`src/rtl/fht_addr_gen_pkg.sv`:
```
// Shared types and default geometry for the FHT address generator slice.
package fht_addr_gen_pkg;

  localparam int N_DEF       = 256;
  localparam int A_BIT_DEF   = 8;
  localparam int RAM_LAT_DEF = 1;
  localparam int BUT_LAT_DEF = 2;

  typedef enum logic [1:0] {
    ST_IDLE  = 2'd0,
    ST_RUN   = 2'd1,
    ST_DRAIN = 2'd2,
    ST_DONE  = 2'd3
  } state_e;

  // Write-back lags the read issue by the RAM read plus butterfly latency.
  function automatic int pipe_depth(input int ram_lat, input int but_lat);
    return ram_lat + but_lat;
  endfunction

endpackage

```
`src/rtl/fht_dly.sv`:
```
// Plain register shift line: dout is din delayed by DEPTH clock cycles.
module fht_dly #(
  parameter int WIDTH = 1,
  parameter int DEPTH = 1
) (
  input  logic             clk,
  input  logic             rst_n,
  input  logic [WIDTH-1:0] din,
  output logic [WIDTH-1:0] dout
);

  logic [WIDTH-1:0] line_q [DEPTH];
  logic [WIDTH-1:0] line_d [DEPTH];

  // Each stage takes the previous stage's value; stage 0 takes the input.
  always_comb begin
    line_d[0] = din;
    for (int i = 1; i < DEPTH; i++) begin
      line_d[i] = line_q[i-1];
    end
  end

  // Clearing the whole line on reset kills any strobe still in flight.
  always_ff @(posedge clk or negedge rst_n) begin
    if (!rst_n) begin
      for (int i = 0; i < DEPTH; i++) begin
        line_q[i] <= '0;
      end
    end else begin
      for (int i = 0; i < DEPTH; i++) begin
        line_q[i] <= line_d[i];
      end
    end
  end

  assign dout = line_q[DEPTH-1];

endmodule

```
`src/rtl/fht_addr_gen.sv`:
```
// Stage sequencer for the radix-2 DIT FHT: issues x0/x1/x2 reads and twiddle
// indices, then delays the write-back addresses to match the butterfly pipe.
module fht_addr_gen
  import fht_addr_gen_pkg::*;
#(
  parameter int N       = N_DEF,
  parameter int A_BIT   = A_BIT_DEF,
  parameter int RAM_LAT = RAM_LAT_DEF,
  parameter int BUT_LAT = BUT_LAT_DEF
) (
  input  logic                  iCLK,
  input  logic                  iRESET,
  input  logic                  iSTART,
  output logic                  oBUSY,
  output logic                  oDONE,
  output logic [$clog2(A_BIT):0] oSTAGE,
  output logic                  oRD_BANK,
  output logic                  oRD_EN_12,
  output logic [A_BIT-1:0]      oRD_ADDR_1,
  output logic [A_BIT-1:0]      oRD_ADDR_2,
  output logic [A_BIT-2:0]      oCOEF_ADDR,
  output logic                  oRD_EN_0,
  output logic [A_BIT-1:0]      oRD_ADDR_0,
  output logic                  oWR_EN,
  output logic [A_BIT-1:0]      oWR_ADDR_0,
  output logic [A_BIT-1:0]      oWR_ADDR_1,
  output logic                  oRES_BANK
);

  localparam int PIPE = pipe_depth(RAM_LAT, BUT_LAT);
  localparam int SW   = $clog2(A_BIT) + 1;
  localparam int CW   = A_BIT - 1;
  localparam int DW   = (PIPE > 1) ? $clog2(PIPE) : 1;

  localparam logic [CW-1:0] CNT_LAST   = CW'(N / 2 - 1);
  localparam logic [SW-1:0] S_LAST     = SW'(A_BIT);
  localparam logic [DW-1:0] DRAIN_LAST = DW'(PIPE - 1);

  state_e          state_q, state_d;
  logic [SW-1:0]   stage_q, stage_d;
  logic [CW-1:0]   cnt_q, cnt_d;
  logic [DW-1:0]   drain_q, drain_d;
  logic            rd_bank_q, rd_bank_d;
  logic            res_bank_q, res_bank_d;
  logic            busy_q, busy_d;
  logic            done_q, done_d;
  logic            rd_en_12_q, rd_en_12_d;
  logic [A_BIT-1:0] addr_0_q, addr_0_d;
  logic [A_BIT-1:0] rd_addr_1_q, rd_addr_1_d;
  logic [A_BIT-1:0] rd_addr_2_q, rd_addr_2_d;
  logic [CW-1:0]   coef_q, coef_d;

  logic [SW-1:0]    sh, shc;
  logic [A_BIT-1:0] cnt_ext, half, mask, j_idx, base;

  // Sequencing: IDLE -> (RUN -> DRAIN) per stage -> DONE -> IDLE.
  always_comb begin
    state_d    = state_q;
    stage_d    = stage_q;
    cnt_d      = cnt_q;
    drain_d    = drain_q;
    rd_bank_d  = rd_bank_q;
    res_bank_d = res_bank_q;
    unique case (state_q)
      ST_IDLE: begin
        if (iSTART) begin
          state_d   = ST_RUN;
          stage_d   = SW'(1);
          cnt_d     = '0;
          rd_bank_d = 1'b0;
        end
      end
      ST_RUN: begin
        if (cnt_q == CNT_LAST) begin
          state_d = ST_DRAIN;
          drain_d = '0;
        end else begin
          cnt_d = cnt_q + 1'b1;
        end
      end
      ST_DRAIN: begin
        if (drain_q == DRAIN_LAST) begin
          rd_bank_d = ~rd_bank_q;
          if (stage_q < S_LAST) begin
            stage_d = stage_q + 1'b1;
            cnt_d   = '0;
            state_d = ST_RUN;
          end else begin
            state_d    = ST_DONE;
            res_bank_d = ~rd_bank_q;
          end
        end else begin
          drain_d = drain_q + 1'b1;
        end
      end
      ST_DONE: begin
        state_d = ST_IDLE;
        stage_d = '0;
      end
      default: begin
        state_d = ST_IDLE;
      end
    endcase
  end

  // Butterfly addresses from the next count/stage, using shifts and masks only.
  always_comb begin
    sh      = stage_d - 1'b1;
    shc     = S_LAST - stage_d;
    cnt_ext = {1'b0, cnt_d};
    half    = {{(A_BIT-1){1'b0}}, 1'b1} << sh;
    mask    = half - 1'b1;
    j_idx   = cnt_ext & mask;
    base    = (cnt_ext >> sh) << stage_d;

    busy_d      = (state_d == ST_RUN) || (state_d == ST_DRAIN);
    done_d      = (state_d == ST_DONE);
    rd_en_12_d  = (state_d == ST_RUN);
    addr_0_d    = '0;
    rd_addr_1_d = '0;
    rd_addr_2_d = '0;
    coef_d      = '0;
    if (rd_en_12_d) begin
      addr_0_d    = base | j_idx;
      rd_addr_1_d = base | half | j_idx;
      rd_addr_2_d = base | half | ((half - j_idx) & mask);
      coef_d      = CW'(j_idx << shc);
    end
  end

  // State and issue-side outputs are registered together so they align.
  always_ff @(posedge iCLK or negedge iRESET) begin
    if (!iRESET) begin
      state_q     <= ST_IDLE;
      stage_q     <= '0;
      cnt_q       <= '0;
      drain_q     <= '0;
      rd_bank_q   <= 1'b0;
      res_bank_q  <= 1'b0;
      busy_q      <= 1'b0;
      done_q      <= 1'b0;
      rd_en_12_q  <= 1'b0;
      addr_0_q    <= '0;
      rd_addr_1_q <= '0;
      rd_addr_2_q <= '0;
      coef_q      <= '0;
    end else begin
      state_q     <= state_d;
      stage_q     <= stage_d;
      cnt_q       <= cnt_d;
      drain_q     <= drain_d;
      rd_bank_q   <= rd_bank_d;
      res_bank_q  <= res_bank_d;
      busy_q      <= busy_d;
      done_q      <= done_d;
      rd_en_12_q  <= rd_en_12_d;
      addr_0_q    <= addr_0_d;
      rd_addr_1_q <= rd_addr_1_d;
      rd_addr_2_q <= rd_addr_2_d;
      coef_q      <= coef_d;
    end
  end

  logic [A_BIT:0]     x0_line;
  logic [2*A_BIT:0]   wr_line;

  fht_dly #(
    .WIDTH(A_BIT + 1),
    .DEPTH(1)
  ) u_dly_x0 (
    .clk  (iCLK),
    .rst_n(iRESET),
    .din  ({rd_en_12_q, addr_0_q}),
    .dout (x0_line)
  );

  fht_dly #(
    .WIDTH(2 * A_BIT + 1),
    .DEPTH(PIPE)
  ) u_dly_wr (
    .clk  (iCLK),
    .rst_n(iRESET),
    .din  ({rd_en_12_q, addr_0_q, rd_addr_1_q}),
    .dout (wr_line)
  );

  assign oBUSY      = busy_q;
  assign oDONE      = done_q;
  assign oSTAGE     = stage_q;
  assign oRD_BANK   = rd_bank_q;
  assign oRD_EN_12  = rd_en_12_q;
  assign oRD_ADDR_1 = rd_addr_1_q;
  assign oRD_ADDR_2 = rd_addr_2_q;
  assign oCOEF_ADDR = coef_q;
  assign oRD_EN_0   = x0_line[A_BIT];
  assign oRD_ADDR_0 = x0_line[A_BIT-1:0];
  assign oWR_EN     = wr_line[2*A_BIT];
  assign oWR_ADDR_0 = wr_line[2*A_BIT-1:A_BIT];
  assign oWR_ADDR_1 = wr_line[A_BIT-1:0];
  assign oRES_BANK  = res_bank_q;

endmodule
```
`config.mk`:
```
export PLATFORM = sky130hd
export DESIGN_NAME = fht_addr_gen
export DESIGN_NICKNAME = d
export VERILOG_FILES = /design/src/rtl/fht_addr_gen_pkg.sv /design/src/rtl/fht_dly.sv /design/src/rtl/fht_addr_gen.sv
export SDC_FILE = /design/constraint.sdc
export NUM_CORES = 1
export LEC_CHECK = 0
export CAP_MARGIN = 0
export CORE_UTILIZATION = 45
export CTS_CLUSTER_SIZE = 12
export DETAILED_ROUTE_END_ITERATION = 8
export GPL_ROUTABILITY_DRIVEN = 0
export PLACE_DENSITY = 0.65
export SLEW_MARGIN = 20
export SYNTH_ARGS = -nofsm -noshare
export SYNTH_HDL_FRONTEND = slang
export SYNTH_SLANG_ARGS = --single-unit
```
`constraint.sdc`:
```
create_clock -name iCLK -period 5.4 [get_ports iCLK]
set_input_delay 1.08 -clock iCLK [delete_from_list [all_inputs] [get_ports iCLK]]
set_output_delay 1.08 -clock iCLK [all_outputs]
set_load 0.1 [all_outputs]
```
Word level (Yosys, flattened, before mapping). Index checks and enable logic that the tools add are counted.

Register bits: 111. Latch bits: 0. RAM bits: 0. ROM bits: 0. Output and inout bits: 58. Word-level logic and storage cells: 80. Memories kept: 0.

Add/sub/neg operators: 7. Multipliers: 0. Divide/modulo/power cells: 0. Order comparisons: 1. Eq/ne operators: 12. Shift operators: 4. Mux-type cells: 24. Bitwise gates (word level): 8. Reduce and logical (&&, ||, !) cells: 7.

Operators with widths (number): 2-to-1 mux 7 bit (5); bitwise OR 8 bit (4); 2-to-1 mux 8 bit (3); case mux 7 bit (3 select lines) (1); 2-to-1 mux 2 bit (6); 2-to-1 mux 4 bit (3); case mux 4 bit (3 select lines) (1); == test 2 bit (second input constant) (5); AND reduction 3 bit (3); AND 7 x 8 -> 8 bit (1); AND 8 bit (1); inequality test 2 bit (second input constant) (4); case mux 2 bit (4 select lines) (1); << shifter 1 x 4 -> 8 bit (first input constant) (1); << shifter 8 x 4 -> 7 bit (1); << shifter 8 x 4 -> 8 bit (1); right shift 7 x 4 -> 8 bit (1); subtractor 8 x 1 -> 8 bit (second input constant) (1); subtractor 8 bit (1); adder 7 x 1 -> 7 bit (second input constant) (1); == test 7 bit (second input constant) (1); adder 4 x 1 -> 4 bit (second input constant) (1); == test 2 x 1 -> 1 bit (second input constant) (2); < comparator 4 bit (second input constant) (1); 10 further kinds (13).

Longest topological paths before layout. Gate-level depths: netlist of run 1.

Depth in word-level cells: 12. Mapped depth: 27. Depth with buffers taken out: 22.

Cells and area by module. A second synthesis of run 1 with hierarchy kept.

Cell total of the unflattened synthesis: 488. Area total of the unflattened synthesis: 5282.6 um2.

By module, submodules not included: fht_addr_gen (times used 1, cells an instance 428, area an instance 3781.1 um2, seq. area each 1276.2 um2); fht_dly at u_dly_wr (times used 1, cells an instance 51, area an instance 1276.2 um2, seq. area each 1276.2 um2); fht_dly at u_dly_x0 (times used 1, cells an instance 9, area an instance 225.2 um2, seq. area each 225.2 um2).

Worst setup path before layout of run 1. No wires, ideal clock.

Path kind: register to register. Start: register stage_q[3] (netlist: oSTAGE[3]). End: register rd_addr_2_q[4] (netlist: oRD_ADDR_2[4]). Setup time: 129 ps. Arrival: 5426 ps. Path slack: -155 ps. Cell stages (with the launch flop): 24. Path buffers: 3. Path through: dfrtp_1 > and2b_4 > o21ai_1 > a21o_1 > buf_6 > inv_2 > buf_1 > buf_1 > ha_1 > inv_1 > and3_2 > o211ai_2 > nand3_1 > nand2_1 > ha_1 > nor2_1 > fa_1 > inv_1 > or4_1 > o31ai_1 > o31a_1 > or3_1 > and4_4 > o41a_1.

Cells in the longest elaborated chain, start to end: 12. Elaborated cells on any way between the ends: 24. Those cells by class: add/sub: 4; order compare: 1; eq/ne: 1; shift: 3; mux: 11; bitwise: 4.

Ends and longest elaborated chain: start: declaration (RTL line fht_addr_gen.sv:40) `logic [SW-1:0] stage_q, stage_d;`; start signal: assignment (RTL line fht_addr_gen.sv:149) `stage_q <= stage_d;`; adder 4 x 1 -> 4 bit / < comparator 4 bit (equally long branches) (RTL line fht_addr_gen.sv:85, fht_addr_gen.sv:84); 2-to-1 mux 4 bit (RTL line fht_addr_gen.sv:84) `if (stage_q < S_LAST) begin`; 2-to-1 mux 4 bit (RTL line fht_addr_gen.sv:82) `if (drain_q == DRAIN_LAST) begin`; case mux 4 bit (3 select lines) (RTL line fht_addr_gen.sv:64) `unique case (state_q)`; subtractor 4 x 1 -> 4 bit (RTL line fht_addr_gen.sv:108) `sh = stage_d - 1'b1;`; << shifter 1 x 4 -> 8 bit (RTL line fht_addr_gen.sv:111) `half = {{(A_BIT-1){1'b0}}, 1'b1} << sh;`; subtractor 8 x 1 -> 8 bit (RTL line fht_addr_gen.sv:112) `mask = half - 1'b1;`; AND 7 x 8 -> 8 bit (RTL line fht_addr_gen.sv:113) `j_idx = cnt_ext & mask;`; subtractor 8 bit (RTL line fht_addr_gen.sv:126) `rd_addr_2_d = base | half | ((half - j_idx) & mask);`; AND 8 bit (RTL line fht_addr_gen.sv:126); bitwise OR 8 bit (RTL line fht_addr_gen.sv:126); 2-to-1 mux 8 bit * (RTL line fht_addr_gen.sv:123) `if (rd_en_12_d) begin`; via rd_addr_2_d[4] (RTL line fht_addr_gen.sv:50) `logic [A_BIT-1:0] rd_addr_2_q, rd_addr_2_d;`; end signal: assignment (RTL line fht_addr_gen.sv:159) `rd_addr_2_q <= rd_addr_2_d;`; end: declaration (RTL line fht_addr_gen.sv:50).

Mark *: on every way through the listed nets, which the timed path passes. The rest lies on a longest branch. A chain may end at the register's enable or synchronous reset.

Worst setup path in the final report of run 1.
Start: input port iSTART. End: register rd_addr_2_q[4] (netlist: oRD_ADDR_2[4]).

Cells in the longest elaborated chain, start to end: 10. Elaborated cells on any way between the ends: 18. Those cells by class: add/sub: 3; eq/ne: 1; shift: 3; mux: 7; bitwise: 4.

Ends and longest elaborated chain: start: declaration (RTL line fht_addr_gen.sv:13) `input logic iSTART,`; 2-to-1 mux 4 bit (RTL line fht_addr_gen.sv:66) `if (iSTART) begin`; case mux 4 bit (3 select lines) (RTL line fht_addr_gen.sv:64); subtractor 4 x 1 -> 4 bit (RTL line fht_addr_gen.sv:108); << shifter 1 x 4 -> 8 bit (RTL line fht_addr_gen.sv:111); subtractor 8 x 1 -> 8 bit (RTL line fht_addr_gen.sv:112); AND 7 x 8 -> 8 bit (RTL line fht_addr_gen.sv:113); subtractor 8 bit (RTL line fht_addr_gen.sv:126); AND 8 bit (RTL line fht_addr_gen.sv:126); bitwise OR 8 bit (RTL line fht_addr_gen.sv:126); 2-to-1 mux 8 bit * (RTL line fht_addr_gen.sv:123); via rd_addr_2_d[4] (RTL line fht_addr_gen.sv:50).

Marked as above.

==> flow_metrics.env, run 1 <==
export IMPL_drive_gt1_frac=0.139
export IMPL_power_uw=1510
export IMPL_report_final_setup_viol=0
export IMPL_port_buffers=60
export IMPL_first_iter_violations=375
export IMPL_ios=61
export IMPL_dr_pass1_iters=5
export IMPL_crit_path_end_kind="flip-flop"
export IMPL_post_cts_buffers=0
export IMPL_grtUsageTotal=0.228
export IMPL_synth_top_area_frac=0.498
export IMPL_die_w_um=109
export IMPL_status="finished clean"
export IMPL_dpl_cell_area_um2=5860
export IMPL_swShare=0.201
export IMPL_cp_cell_sequence="clkdlybuf4s50_1 -> nor2b_1 -> o22ai_1 -> a32o_1 -> clkinv_8 -> ha_1 -> inv_1 -> and3_2 -> nand4_4 -> nand3_1 -> nand2_1 -> ha_1 -> nor2_1 -> fa_1 -> inv_1 -> or4_1 -> o31ai_1 -> o31a_1 -> or3_1 -> and4_4 -> o41a_1"
export IMPL_synth_top_area_cell="dfrtp_1"
export IMPL_core_um2=11000
export IMPL_yosysUniqueCellTypes=91
export IMPL_cp_required_ps=5630
export IMPL_period_share=0.952
export IMPL_setup_worst_path_class="in2reg"
export IMPL_die_area_um2=11800
export IMPL_netlist_instances=486
export IMPL_max_cap_viol_count=0
export IMPL_clkPwrFrac=0.481
export IMPL_fp_dieH_um=109
export IMPL_synth_net_count=505
export IMPL_antenna_found_initial=0
export IMPL_ctsHoldBuffers=0
export IMPL_fin_nets=566
export IMPL_startpoint_type="input port"
export IMPL_ys_seq_elements=102
export IMPL_synth_top_flop_cell="dfrtp_1"
export IMPL_drc=0
export IMPL_path_clk_slew_ps=70
export IMPL_seq_area_frac_synth=0.498
export IMPL_syn_area_um2=5120
export IMPL_synth_area_leaders="dfrtp_1 (50%), ha_1 (3.7%), buf_4 (3.1%)"
export IMPL_rsz0062_at_grt="false"
export IMPL_syn_to_final_growth_pct=21.1
export IMPL_worst_pin_slew_ps=993
export IMPL_cts_resized=0
export IMPL_clkLatencyLatePin_ps=350
export IMPL_rows=38
export IMPL_dp_hpwl_um=8890
export IMPL_cts_buffers=9
export IMPL_vdd_ir_drop_max_mv=0.177
export IMPL_syn_area_per_cell_um2=10.5
export IMPL_grt_pass1_vias=4040
export IMPL_fin_ws_ps=260
export IMPL_drt_wirelength_per_cell_um=18.2
export IMPL_hold_path_class="reg2reg"
export IMPL_grt_first_pass_wirelength_um=20200
export IMPL_fillers=968
export IMPL_finalMaxSlewViolations=0
export IMPL_power_density_nw_per_um2=243
export IMPL_vias=4143
export IMPL_cp_slowest_cell="fa_1"
export IMPL_postRouteAntennaNets=0
export IMPL_cts_num_sinks=102
export IMPL_intPower_uw=1200
export IMPL_cts_max_path_buffers=2
export IMPL_p_seq_frac=0.507
export IMPL_crit_family="simple AND/OR/NAND/NOR gates"
export IMPL_path_max_fanout=4
export IMPL_max_freq_mhz=195
export IMPL_crit_arrival_ps=5370
export IMPL_finalInstanceArea_um2=6200
export IMPL_cpPeakStageDelay_ps=460
export IMPL_skew_ps=6.32
export IMPL_ctsHtreeMaxLevel=3
export IMPL_critPathBufInv=4
export IMPL_cts_tree="yes"
export IMPL_power_leakage_uw=0.00260
export IMPL_power_frac_comb=0.011
export IMPL_clockRootBuffer="clkbuf_16"
export IMPL_switching_power_uw=303
export IMPL_synth_async_reset_ratio=1.00
export IMPL_synth_edf_count=0
export IMPL_start_util=0.466
export IMPL_fin_crit_ps=5140
export IMPL_slew_headroom=0.336
export IMPL_vias_per_cell=5.99
export IMPL_grt_start_max_net_pins=69
export IMPL_wl_um=12600
export IMPL_finalHoldViolations=0
export IMPL_ys_warn_count=0
export IMPL_diodes=0
export IMPL_dp_slack_ps=-70.4
export IMPL_grt_ovfl_total=0
## power groups by stage
stage | Sequential, µW | Combinational, µW | Clock (µW)
after floorplan | 778 | 0.620 | 0
after global placement | 778 | 18.3 | 0
after detailed placement | 778 | 18.9 | 0
after CTS | 763 | 19.0 | 748
after global routing | 763 | 21.4 | 778
final | 764 | 17.2 | 724
## synth_stat cells (4+ instances only)
master,n
o22ai_1,4
inv_2,4
nor3_1,15
nand2_1,27
clkbuf_1,10
and3_1,8
a311oi_1,5
inv_1,21
and2_1,10
nor2_1,37
a31oi_1,15
mux2i_1,7
nand2b_1,6
dfrtp_1,102
o211ai_1,4
ha_1,15
a32oi_1,5
o21ai_0,13
nand3_1,11
buf_4,21
a211oi_1,5
nor2b_1,5
a21oi_1,29
nor4_1,4
## layer usage
| layer | global-route usage | vias up | wire length, µm |
|---|---|---|---|
| met3 | 0.0550 | 45 | 1130 |
| met4 | 0.125 | 0 | 419 |
| met2 | 0.338 | 227 | 5610 |
| li1 | - | 1897 | - |
| met5 | 0 | - | 0 |
| met1 | 0.305 | 1974 | 5430 |
## state kept, by name, indices dropped and copies added, names as in the netlist, 2 cells and up
signal           flops
oCOEF_ADDR           7
oSTAGE               4
addr_0_q             8
cnt_q                7
oRD_ADDR_2           8
drain_q              2
u_dly_wr.line_d     34
state_q              2
u_dly_wr.dout       17
oRD_ADDR_1           8
## per-stage QoR
step / utilization / std cells / hold WS (ps) / setup TNS, ps
6_report: 0.565 / 692 / 348 / 0
5_1_grt: 0.565 / 692 / 351 / 0
4_1_cts: 0.565 / 692 / 350 / 0
3_5_place_dp: 0.534 / 676 / 335 / -70.4
3_3_place_gp: 0.534 / 676 / 331 / 0
2_1_floorplan: - / 486 / 331 / 0
## cell type report
| class | count | area, µm² | share of cell area |
|---|---|---|---|
| Clock buffer | 11 | 253 | 0.0407 |
| Clock inverter | 5 | 87.6 | 0.0141 |
| Inverter | 27 | 116 | 0.0188 |
| Multi-Input combinational cell | 318 | 2200 | 0.355 |
| Sequential cell | 102 | 2550 | 0.412 |
| Tap cell | 140 | 175 | 0.0282 |
| Timing Repair Buffer | 89 | 816 | 0.132 |
## cell usage in the layout, fill, tap and decap left out, types with 6 or more instances in the layout
| cell type | n |
|---|---|
| dfrtp_1 | 100 |
| clkdlybuf4s50_1 | 59 |
| nor2_1 | 37 |
| buf_4 | 30 |
| a21oi_1 | 29 |
| nand2_1 | 27 |
| inv_1 | 21 |
| nor3_1 | 15 |
| a31oi_1 | 15 |
| ha_1 | 15 |
| o21ai_0 | 13 |
| nand3_1 | 11 |
| and2_1 | 10 |
| clkbuf_16 | 9 |
| and3_1 | 8 |
| mux2i_1 | 7 |
| nand2b_1 | 6 |
## final timing paths
check	start	cells past startpoint	to	slack [ps]
hold reg to reg	addr_0_q[2]	0	u_dly_wr.line_d[27]	350
setup / recovery	iSTART	21	oRD_ADDR_2[4]	260
setup reg to reg	drain_q[0]	22	oRD_ADDR_2[4]	550
hold / removal	addr_0_q[2]	0	u_dly_wr.line_d[27]	350
max in group asynchronous	iRESET	2	oCOEF_ADDR[5]	3580
min in group asynchronous	iRESET	1	u_dly_wr.dout[0]	680
## kinds of logic (layout without fill, tap and decap cells)
group,after synthesis,after routing,synth area share
fa+ha+maj,16,16,0.0406
flops,102,102,0.498
simple gates,154,154,0.165
buf+inv,66,132,0.0718
mux,11,11,0.0252
compound gates,131,131,0.187
xor+xnor,6,6,0.0117
No activity file was read; power rests on OpenSTA's default activity.
==> run 2, diff against run 1 <==
Settings changed: CORE_MARGIN set to 2.
==> run 2 against run 1 <==
Against the previous run:
- non-clock buffer count down 2
- cell count down 0.29%
- largest power group unchanged
- total power down 5.1%
- die area up 3.7%
- register-to-register slack about the same
- clock power down 10%
- clock skew up 2.3 ps
- count of clock-buffer cells in the layout down 1
==> flow_metrics.env, run 2 (synthesis gave the netlist of run 1 again) <==
export IMPL_post_cts_buffers=0
export IMPL_status="finished clean"
export IMPL_clockRootBuffer="clkbuf_16"
export IMPL_max_cap_viol_count=0
export IMPL_ctsHoldBuffers=0
export IMPL_final_common_cell="dfrtp_1"
export IMPL_postRouteAntennaNets=0
export IMPL_cts_num_sinks=102
export IMPL_diodes=0
export IMPL_power_density_nw_per_um2=232
export IMPL_finalHoldViolations=0
export IMPL_fp_dieH_um=111
export IMPL_vias=4095
export IMPL_clkLatencyLatePin_ps=350
export IMPL_drive_gt1_frac=0.135
export IMPL_grt_first_pass_wirelength_um=20300
export IMPL_ios=61
export IMPL_drt_wirelength_per_cell_um=17.9
export IMPL_fin_nets=564
export IMPL_fin_ws_ps=321
export IMPL_drc=0
export IMPL_grt_ovfl_total=0
export IMPL_core_um2=11000
export IMPL_skew_ps=8.59
export IMPL_cts_resized=0
export IMPL_grtUsageTotal=0.207
export IMPL_dp_slack_ps=-20.3
export IMPL_die_area_um2=12300
export IMPL_path_clk_slew_ps=70
export IMPL_period_share=0.941
export IMPL_power_uw=1430
export IMPL_fin_crit_ps=5080
export IMPL_vdd_ir_drop_max_mv=0.214
export IMPL_cts_max_path_buffers=2
export IMPL_antenna_found_initial=0
export IMPL_die_w_um=111
export IMPL_layout_common_cells="dfrtp_1 (100), clkdlybuf4s50_1 (59), nor2_1 (37), a21oi_1 (29), buf_4 (28)"
export IMPL_cts_tree="yes"
export IMPL_worst_pin_slew_ps=998
export IMPL_port_buffers=60
export IMPL_largest_register_ffs=34
export IMPL_path_max_fanout=3
export IMPL_hold_path_class="reg2reg"
export IMPL_startpoint_type="input port"
export IMPL_max_freq_mhz=197
export IMPL_slew_headroom=0.332
export IMPL_setup_worst_path_class="in2reg"
export IMPL_wl_um=12300
export IMPL_rsz0062_at_grt="false"
export IMPL_cts_buffers=9
export IMPL_dp_hpwl_um=8780
export IMPL_power_leakage_uw=0.00257
export IMPL_vias_per_cell=5.93
export IMPL_report_final_setup_viol=0
export IMPL_dr_pass1_iters=6
export IMPL_grt_pass1_vias=3958
export IMPL_crit_path_end_kind="flip-flop"
export IMPL_grt_start_max_net_pins=54
export IMPL_cp_required_ps=5630
export IMPL_crit_arrival_ps=5310
export IMPL_rows=38
export IMPL_finalMaxSlewViolations=0
export IMPL_first_iter_violations=456
export IMPL_syn_to_final_growth_pct=20.0
export IMPL_ctsHtreeMaxLevel=3
export IMPL_start_util=0.466
==> run 2: cell count changes in the layout (fill, tap and decap cells not counted), sizes merged <==
cell	previous run	this run
buf	30	28
bufinv	2	1
clkinv	1	3
clkbuf	11	10
==> run 2: worst paths after layout <==
path | start | to | slack, ps | depth (start not counted)
max | iSTART | oRD_ADDR_2[4] | 320 | 21
min | addr_0_q[4] | u_dly_wr.line_d[29] | 340 | 0
max reg2reg | drain_q[0] | oRD_ADDR_2[4] | 560 | 22
min reg2reg | addr_0_q[4] | u_dly_wr.line_d[29] | 340 | 0
max in group asynchronous | iRESET | oRD_ADDR_1[4] | 3590 | 2
min in group asynchronous | iRESET | addr_0_q[6] | 770 | 1
==> run 2: cell type report <==
cell class | count | area, µm²
inverter | 27 | 116
tap | 140 | 175
clock inverter | 6 | 67.6
clock buffer | 10 | 229
sequential | 102 | 2550
fill | 936 | 4840
timing repair buffer | 87 | 801
multi-input combinational | 318 | 2200
==> run 2: critical path: stages <==
cell	delay, ps
clkdlybuf4s50_1	420
nor2b_1	150
o22ai_1	180
a32o_1	320
clkinv_8	60
ha_1	190
inv_1	80
and3_2	230
nand4_4	110
nand3_1	160
nand2_1	100
ha_1	300
nor2_1	70
fa_1	450
inv_1	90
or4_1	100
o31ai_1	80
o31a_1	260
or3_1	330
and4_4	200
o41a_1	360
==> run 2: per-stage QoR <==
stage	hold WS (ps)	area, µm²	cells	TNS [ps]	util
after floorplan	331	5120	486	0	-
after global placement	332	5850	674	0	0.532
after detailed placement	335	5850	674	-20.3	0.532
after CTS	343	6140	690	0	0.559
after global routing	354	6140	690	0	0.559
final	342	6140	690	0	0.559
==> run 2: routing by layer <==
| layer | part of all wire | track usage |
|---|---|---|
| met3 | 0.076 | 0.0569 |
| met4 | 0.028 | 0.0883 |
| met1 | 0.45 | 0.283 |
| met2 | 0.45 | 0.312 |
| met5 | 0 | 0 |
==> run 2: power breakdown <==
group | internal (µW) | switching (µW)
Sequential | 764 | 0
Combinational | 2.35 | 14.8
Clock | 363 | 285
Total | 1130 | 300
==> run 3, diff against run 2 <==
Settings changed: CORE_ASPECT_RATIO set to 1.1.
==> run 3 against run 2 <==
Against the previous run:
- cell count is 1.2% higher
- worst setup slack worse by 17 ps
- first-iteration DRC count is 14% lower
- largest power group unchanged
- critical path type unchanged
- core utilization is 0.29 points higher
- register-to-register slack better by 30 ps
- clock skew is 1.6 ps higher
- die area hardly changed
- clock power is 8.5% higher
- total power is 3.9% higher
- maximum frequency is 0.34% lower
- critical path depth stayed put
==> flow_metrics.env, run 3 (synthesis gave the netlist of run 1 again) <==
export IMPL_grt_first_pass_wirelength_um=20400
export IMPL_fin_crit_ps=5100
export IMPL_whs_ps=348
export IMPL_r2r_start="drain_q[0]"
export IMPL_start_util=0.465
export IMPL_dp_slack_ps=-26.1
export IMPL_clkLatencyLatePin_ps=350
export IMPL_finalMaxSlewViolations=0
export IMPL_drc=0
export IMPL_slew_headroom=0.338
export IMPL_cts_resized=0
export IMPL_core_um2=11000
export IMPL_cts_num_sinks=102
export IMPL_final_common_cell="dfrtp_1"
export IMPL_finalHoldViolations=0
export IMPL_fin_nets=566
export IMPL_startpoint_type="input port"
export IMPL_report_final_setup_viol=0
export IMPL_min_to="u_dly_wr.dout[9]"
export IMPL_skew_ps=10.2
export IMPL_grt_pass1_vias=4021
export IMPL_dr_pass1_iters=5
export IMPL_cp_required_ps=5620
export IMPL_layout_common_cells="dfrtp_1 (100), clkdlybuf4s50_1 (59), nor2_1 (37), buf_4 (30), a21oi_1 (29)"
export IMPL_syn_to_final_growth_pct=20.9
export IMPL_setup_worst_path_class="in2reg"
export IMPL_rows=40
export IMPL_wl_um=12600
export IMPL_ctsHtreeMaxLevel=3
export IMPL_crit_path_end_kind="flip-flop"
export IMPL_hold_path_class="reg2reg"
export IMPL_grt_ovfl_total=0
export IMPL_cts_tree="yes"
export IMPL_vias_per_cell=5.98
export IMPL_vdd_ir_drop_max_mv=0.119
export IMPL_clockRootBuffer="clkbuf_16"
export IMPL_dp_hpwl_um=8850
export IMPL_diodes=0
export IMPL_largest_register_ffs=34
export IMPL_max_cap_viol_count=0
export IMPL_reg2reg_to="oRD_ADDR_2[4]"
export IMPL_fin_ws_ps=304
export IMPL_holdPathStages=0
export IMPL_die_w_um=106
export IMPL_cts_buffers=9
export IMPL_status="finished clean"
export IMPL_antenna_found_initial=0
export IMPL_grt_start_max_net_pins=74
export IMPL_power_density_nw_per_um2=240
export IMPL_die_area_um2=12300
export IMPL_post_cts_buffers=0
export IMPL_period_share=0.944
export IMPL_finalInstanceArea_um2=6190
export IMPL_worst_pin_slew_ps=989
export IMPL_ios=61
export IMPL_grtUsageTotal=0.214
export IMPL_path_max_fanout=4
export IMPL_port_buffers=60
export IMPL_postRouteAntennaNets=0
export IMPL_crit_arrival_ps=5320
export IMPL_first_iter_violations=393
export IMPL_drive_gt1_frac=0.136
export IMPL_rsz0062_at_grt="false"
export IMPL_power_uw=1480
export IMPL_ctsHoldBuffers=0
export IMPL_drt_wirelength_per_cell_um=18.1
export IMPL_reg2reg_depth=22
export IMPL_vias=4171
export IMPL_max_freq_mhz=196
export IMPL_dpl_cell_area_um2=5870
export IMPL_fp_dieH_um=116
export IMPL_path_clk_slew_ps=70
export IMPL_cts_max_path_buffers=2
export IMPL_power_leakage_uw=0.00259
export IMPL_reg2reg_slack_ps=590
export IMPL_fin_setup_tns_ps=0
export IMPL_min_from="u_dly_wr.line_d[9]"
## run 3: cell count changes in the layout (fill, tap and decap cells not counted), sizes merged
cell	previous run	this run
buf	28	30
clkinv	3	1
bufinv	1	2
clkbuf	10	11
clkinvlp	1	0
## run 3: area by class of cell
cell class                      instances  area (µm²)
Sequential cell                       102        2550
Tap cell                              147         184
Timing Repair Buffer                   89         816
Inverter                               27         116
Clock buffer                           11         243
Fill cell                             982        4820
Multi-Input combinational cell        318        2200
Clock inverter                          4        77.6
## run 3: worst max path at each step
stage,startpoint,to,slack (ps),cells past startpoint
2_1_floorplan,iSTART,oRD_ADDR_2[4],20,23
3_5_place_dp,iSTART,oRD_ADDR_2[4],-30,21
5_1_grt,iSTART,oRD_ADDR_2[4],80,21
3_3_place_gp,iSTART,oRD_ADDR_2[4],60,21
6_report,iSTART,oRD_ADDR_2[4],300,21
4_1_cts,iSTART,oRD_ADDR_2[4],320,21
## run 3: critical path, cell delays in order
cell,delay [ps]
clkdlybuf4s50_1,420
nor2b_1,150
o22ai_1,160
a32o_1,310
clkinv_8,60
ha_1,190
inv_1,60
and3_2,230
nand4_4,110
nand3_1,180
nand2_1,100
ha_1,300
nor2_1,70
fa_1,470
inv_1,110
or4_1,120
o31ai_1,60
o31a_1,260
or3_1,330
and4_4,200
o41a_1,360
## run 3: routing by layer
layer  vias to the layer above  track usage  routed length (µm)
li1                       1892            -                   -
met1                      2026        0.277                5410
met2                       215        0.345                5890
met3                        38       0.0433                 937
met4                         0        0.105                 410
met5                         -            0                   0
## run 3: per-stage QoR
stage,util,instances
detailed placement,0.533,683
floorplan,-,486
finish,0.562,698
global placement,0.533,683
CTS,0.562,698
global route,0.562,698
## run 3: report_power, final
part / internal, µW / switching [µW] / leakage [µW] / total, µW
Sequential: 764 / 0 / 0.00115 / 764
Combinational: 2.36 / 15.0 / 0.00128 / 17.4
Clock: 420 / 283 / 0.000157 / 703
